## config.mk

```make
export PLATFORM = sky130hd
export DESIGN_NAME = cdc_bundle_src
export DESIGN_NICKNAME = d
export VERILOG_FILES = /design/src/rtl/cdc_bundle_src.sv
export SDC_FILE = /design/constraint.sdc
export NUM_CORES = 1
export LEC_CHECK = 0
export CAP_MARGIN = 10
export CORE_MARGIN = 2
export CORE_UTILIZATION = 30
export CTS_CLUSTER_DIAMETER = 150
export DETAILED_ROUTE_END_ITERATION = 8
export GPL_TIMING_DRIVEN = 0
export PLACE_DENSITY = 0.67
export SYNTH_ARGS = -nofsm -noshare
export SYNTH_HDL_FRONTEND = slang
export SYNTH_SLANG_ARGS = --single-unit
```

## constraint.sdc

```tcl
create_clock -name srcClk_i -period 2.04 [get_ports srcClk_i]
set_input_delay 0.204 -clock srcClk_i [delete_from_list [all_inputs] [get_ports srcClk_i]]
set_output_delay 0.204 -clock srcClk_i [all_outputs]
set_load 0.02 [all_outputs]
```

## src/rtl/cdc_bundle_src.sv

```systemverilog
`default_nettype none
// +----------------------------------------------------------------------------+
// | Module      : cdc_bundle_src                                               |
// | Description : Source half of a toggle-handshake multi-bit CDC. Captures a  |
// |               word on valid/ready, announces it with a request toggle and  |
// |               holds it until the synchronised ack toggle matches.          |
// | Revision    : 1.0 - initial release                                        |
// +----------------------------------------------------------------------------+
module cdc_bundle_src #(
  parameter int WIDTH     = 8,
  parameter int TIMEOUT   = 0,
  parameter int CNT_WIDTH = 16
) (
  input  logic                 srcClk_i,
  input  logic                 srcRst_i,
  input  logic                 srcValid_i,
  output logic                 srcReady_o,
  input  logic [WIDTH-1:0]     srcData_i,
  output logic                 reqTgl_o,
  output logic [WIDTH-1:0]     xferData_o,
  input  logic                 ackTgl_i,
  output logic                 busy_o,
  output logic                 timeout_o,
  output logic [CNT_WIDTH-1:0] xferCnt_o
);

  // Wait counter only needs to reach TIMEOUT-1; one bit when the check is off.
  localparam int WAIT_W = (TIMEOUT > 0) ? $clog2(TIMEOUT + 1) : 1;

  typedef enum logic [0:0] {
    ST_IDLE     = 1'b0,
    ST_WAIT_ACK = 1'b1
  } state_t;

  state_t state;
  state_t state_nxt;
  logic   accept;
  logic   ack_match;
  logic   ack_done;

  // Handshake decode and next-state selection.
  always_comb begin
    state_nxt = state;
    ack_match = (ackTgl_i == reqTgl_o);
    accept    = (state == ST_IDLE) && srcValid_i;
    ack_done  = (state == ST_WAIT_ACK) && ack_match;
    if (accept) begin
      state_nxt = ST_WAIT_ACK;
    end else if (ack_done) begin
      state_nxt = ST_IDLE;
    end
  end

  // Ready/busy depend only on the state register so upstream sees no comb path.
  assign srcReady_o = (state == ST_IDLE);
  assign busy_o     = (state == ST_WAIT_ACK);

  // State register.
  always_ff @(posedge srcClk_i or posedge srcRst_i) begin
    if (srcRst_i) begin
      state <= ST_IDLE;
    end else begin
      state <= state_nxt;
    end
  end

  // Word capture and request toggle; the word is only written when accepted,
  // so it stays frozen for the destination for the whole WAIT_ACK period.
  always_ff @(posedge srcClk_i or posedge srcRst_i) begin
    if (srcRst_i) begin
      reqTgl_o   <= 1'b0;
      xferData_o <= '0;
    end else if (accept) begin
      reqTgl_o   <= ~reqTgl_o;
      xferData_o <= srcData_i;
    end
  end

  // Completed-transfer counter, wraps naturally.
  always_ff @(posedge srcClk_i or posedge srcRst_i) begin
    if (srcRst_i) begin
      xferCnt_o <= '0;
    end else if (ack_done) begin
      xferCnt_o <= xferCnt_o + 1'b1;
    end
  end

  generate
    if (TIMEOUT > 0) begin : g_timeout
      localparam logic [WAIT_W-1:0] WAIT_LIMIT = WAIT_W'(TIMEOUT - 1);
      logic [WAIT_W-1:0] wait_cnt;

      // Count unmatched wait edges; flag (sticky) when the limit is reached.
      // The FSM keeps waiting so a late ack still completes.
      always_ff @(posedge srcClk_i or posedge srcRst_i) begin
        if (srcRst_i) begin
          wait_cnt  <= '0;
          timeout_o <= 1'b0;
        end else if (accept) begin
          wait_cnt <= '0;
        end else if ((state == ST_WAIT_ACK) && !ack_match) begin
          if (wait_cnt != {WAIT_W{1'b1}}) begin
            wait_cnt <= wait_cnt + 1'b1;
          end
          if (wait_cnt == WAIT_LIMIT) begin
            timeout_o <= 1'b1;
          end
        end
      end
    end else begin : g_no_timeout
      assign timeout_o = 1'b0;
    end
  endgenerate

endmodule
`default_nettype wire
```

==> summary by stage <==
Die
The floorplan step defined a die boundary enclosing 4250 µm². The initialized floorplan defines 22 standard-cell rows. For this configuration, the core starts out at a cell density of 0.310. The top-level port count is 40. The region available for standard cell placement spans 3630 µm². From left edge to right edge, the die measures 65.2 µm.

The overall die height is 65.2 µm.

Routing
The routed layout has 784 vias. The final routed wirelength across all metal layers is 2.09 mm. Dividing the detail-routed wire length by the instance count gives 11.9 µm. In this run the remaining antenna-violating nets after routing total 0. The initial detailed-routing violation count is 2.

The length of the first detailed-routing pass in iterations is 2. For this run, design rule violations remaining after detail routing come to 0. Using the TritonRoute via totals, the vias-per-cell ratio works out to 4.45.

Clocking
The buffer count from post-CTS setup fixing is 0. For this design, the CTS-stage hold fixing added 0 buffers. The CTS clock-pin slew for the worst setup and hold paths is 0.08 ns. Counting the buffers created by CTS gives 3.

The TritonCTS clock tree is built. In this run the number of H-tree levels came out at 1. CTS saw 26 sinks.

The clock tree buffer depth is 2. In this run the clock root is driven by a sky130_fd_sc_hd__clkbuf_8. The later pin in the worst-skew pair is clocked with a latency of 0.26 ns.

The quantity of gates resized following cts is 0.

Synthesis
The total of flip-flops plus latches after synthesis is 26. Averaged over all synthesized cells, the footprint is 12.9 µm². The count of unique library cells instantiated by Yosys is 21. The synthesized design spends more area on one cell type than any other, namely sky130_fd_sc_hd__dfrtp_1. The count of warnings emitted by yosys is 0. The share of the Yosys chip area taken by registers is 0.578. The fraction of post-synthesis cell area in the top cell type by area is 0.578. In the synthesized netlist, the number of instances is 87. Ranked by total cell area, the synthesized netlist is headed by sky130_fd_sc_hd__dfrtp_1 58%, sky130_fd_sc_hd__mux2_2 9.0%, sky130_fd_sc_hd__xnor2_1 8.6%, sky130_fd_sc_hd__xor2_1 3.9%, sky130_fd_sc_hd__nor4_4 3.8%. Counting every net in the synthesized netlist gives 100. The post-synthesis instance area is around 1100 µm².

Timing
For the pin with the worst max-slew slack, the measured transition is 0.962 ns. Setup violations remaining at the end of the flow were counted as 0. Counting I/O delays and the setup requirement, the final critical path takes 1.58 ns.

The max-slew violation count was 0. Summed over all failing endpoints, the final setup total negative slack is 0 ns. The clock arrives with between 0.0015 and 0.002 ns of skew. Of the available clock period, the critical path in the final layout requires 0.775. The total count of hold-check failures in the final report is 0.

The achievable clock frequency is between 600 and 700 MHz. Setup repair after global routing left no endpoint under its margin. In this run the tightest slew margin relative to its limit is 0.358.

Setup path
The critical path goes through inv_1, clkdlybuf4s50_1. The data required time at the worst endpoint is approximately 1.8 ns. The endpoint kind of the worst setup timing path is a primary output. The critical path contains buffers and inverters numbering 2 combined. The type of element launching the critical path is a register. The arrival time of the worst setup path is 1.38 ns. The worst setup path is of the reg2out kind. The slowest stage of the critical path belongs to the cell sky130_fd_sc_hd__clkdlybuf4s50_1. In this design, the stage delay of the slowest critical-path cell is 0.60 ns. Along the worst path, the maximum fanout reaches 7.

The cell type group with the largest total delay on the critical path is buffers and inverters.

GRT
The number of antenna violations at the first check in global routing is 0. In the global route stage, met1 resource usage came out at 0.123. Entering global routing, the biggest net connects 27 pins. The number of global-route vias before repair came to 826. The global-route wire length before repair is 3.52 mm.

The met3 global-route usage is 0.0377. The met2 track utilization from global routing is 0.173. The layer with the highest usage after global routing is met2.

The overall track demand over capacity in global routing is 0.104. Summed over all layers, the global routing overflow is 0.

Finish
With fillers left out, the area of the finished cells amounts to 1610 µm². The count of antenna diodes in the layout is 0. The synthesis-to-finish area growth is 42.8%. In the final design database the tool counted 143 nets. The share of cells above drive strength 1 is 0.148.

Outcome
The flow ran to the end, and the final reports show no timing, DRC or antenna violations.

Placement
The detailed placer's ending HPWL is 1.63 mm. The number of input and output port buffers inserted is 38. The placed instances occupy a cell area of 1570 µm².

The placer congestion estimate is 0.651.

Pwr
The analysis attributes to cell leakage a power of 0.663 nW. Across the VDD grid, the largest voltage drop is around 0.00076 V. Dividing total power by cell area gives a power density of 1320 nW/µm².

Job
The max-capacitance violation count is 0.

Min path
The type of the worst min-delay path is in2async.
==> worst reg2reg max path, cell delays in order (launching register included) <==
cell,delay [ns]
sky130_fd_sc_hd__dfrtp_1,0.44
sky130_fd_sc_hd__xor2_2,0.25
sky130_fd_sc_hd__nor4_4,0.44
sky130_fd_sc_hd__nand3_1,0.15
sky130_fd_sc_hd__xnor2_1,0.15
==> flip-flops by register name, summed over array words and instances (netlist names) <==
| signal | cells |
|---|---|
| xferCnt_o | 16 |
| xferData_o | 8 |
| busy_o | 1 |
| reqTgl_o | 1 |
==> logic make-up after synthesis <==
kind of cell | Yosys count | synth area share
flip-flops | 26 | 0.578
XOR/XNOR | 17 | 0.139
adder cells (fa/ha/maj) | 1 | 0.0111
other | 1 | 0.00333
AO/OA/AOI/OAI | 1 | 0.00668
multiplexers | 9 | 0.0901
AND/OR/NAND/NOR | 28 | 0.154
buffers and inverters | 4 | 0.0178
==> cell usage after synthesis (all sizes together) <==
cell type	instances
dfrtp	26
nor3	2
and3	2
ha	1
inv	2
nor2b	1
nor2	3
or2b	1
nand3	8
nand4	1
buf	2
xor2	6
o21a	1
nor4	2
conb	1
xnor2	11
nand2	8
mux2	9
==> area by class of cell <==
type	count	area, µm²
Sequential cell	26	651
Buffer	2	12.5
Inverter	2	7.51
Clock buffer	3	41.3
Timing Repair Buffer	38	380
Fill cell	372	2030
Tap cell	48	60.1
Multi-Input combinational cell	57	454
==> where the power goes <==
part | leakage (nW) | internal (W) | switching, W
clock network | 0.0216 | 0.000132 | 0.000142
logic | 0.317 | 0.000510 | 0.000485
registers | 0.324 | 0.000689 | 0.000162
==> per-layer routing <==
| metal | routed length, µm | vias up | share of wire |
|---|---|---|---|
| li1 | - | 370 | - |
| met1 | 855 | 384 | 0.41 |
| met2 | 1030 | 26 | 0.49 |
| met3 | 186 | 4 | 0.089 |
| met4 | 21 | 0 | 0.010 |
| met5 | 0 | - | 0 |
==> cells in the final DEF (no fill, tap or decap) <==
| cell | netlist | layout |
|---|---|---|
| sky130_fd_sc_hd__and3_1 | 2 | 2 |
| sky130_fd_sc_hd__buf_2 | 1 | 1 |
| sky130_fd_sc_hd__buf_4 | 1 | 1 |
| sky130_fd_sc_hd__clkbuf_8 | 0 | 3 |
| sky130_fd_sc_hd__clkdlybuf4s50_1 | 0 | 38 |
| sky130_fd_sc_hd__conb_1 | 1 | 1 |
| sky130_fd_sc_hd__dfrtp_1 | 26 | 26 |
| sky130_fd_sc_hd__ha_1 | 1 | 1 |
| sky130_fd_sc_hd__inv_1 | 2 | 2 |
| sky130_fd_sc_hd__mux2_2 | 9 | 9 |
| sky130_fd_sc_hd__nand2_1 | 8 | 8 |
| sky130_fd_sc_hd__nand3_1 | 7 | 7 |
| sky130_fd_sc_hd__nand3_2 | 1 | 1 |
| sky130_fd_sc_hd__nand4_1 | 1 | 1 |
| sky130_fd_sc_hd__nor2_1 | 3 | 3 |
| sky130_fd_sc_hd__nor2b_1 | 1 | 1 |
| sky130_fd_sc_hd__nor3_1 | 2 | 2 |
| sky130_fd_sc_hd__nor4_4 | 2 | 2 |
| sky130_fd_sc_hd__o21a_1 | 1 | 1 |
| sky130_fd_sc_hd__or2b_2 | 1 | 1 |
| sky130_fd_sc_hd__xnor2_1 | 11 | 11 |
| sky130_fd_sc_hd__xor2_1 | 5 | 5 |
| sky130_fd_sc_hd__xor2_2 | 1 | 1 |
==> through the flow <==
| stage | util | hold slack (ns) | setup WS (ns) | std cells | total power [W] |
|---|---|---|---|---|---|
| global placement | 0.431 | 0.468 | 0.270 | 173 | 0.00184 |
| CTS | 0.442 | 0.481 | 0.449 | 176 | 0.00215 |
| detailed placement | 0.431 | 0.465 | 0.262 | 173 | 0.00187 |
| finish | 0.442 | 0.456 | 0.459 | 176 | 0.00212 |
| floorplan | - | 0.244 | 0.514 | 87 | 0.00140 |
| global route | 0.442 | 0.521 | 0.330 | 176 | 0.00226 |
==> worst paths after layout <==
check	depth (start not counted)	startpoint	slack (ns)	to
setup / recovery	2	busy_o	0.46	srcReady_o
hold / removal	2	srcRst_i	0.46	xferData_o[1]
setup reg to reg	4	reqTgl_o	0.50	xferCnt_o[13]
hold reg to reg	1	xferCnt_o[15]	0.47	xferCnt_o[15]
max in group asynchronous	2	srcRst_i	1.00	xferCnt_o[15]
min in group srcClk_i	1	xferCnt_o[15]	0.47	xferCnt_o[15]
(Power assumes the default switching activity.)
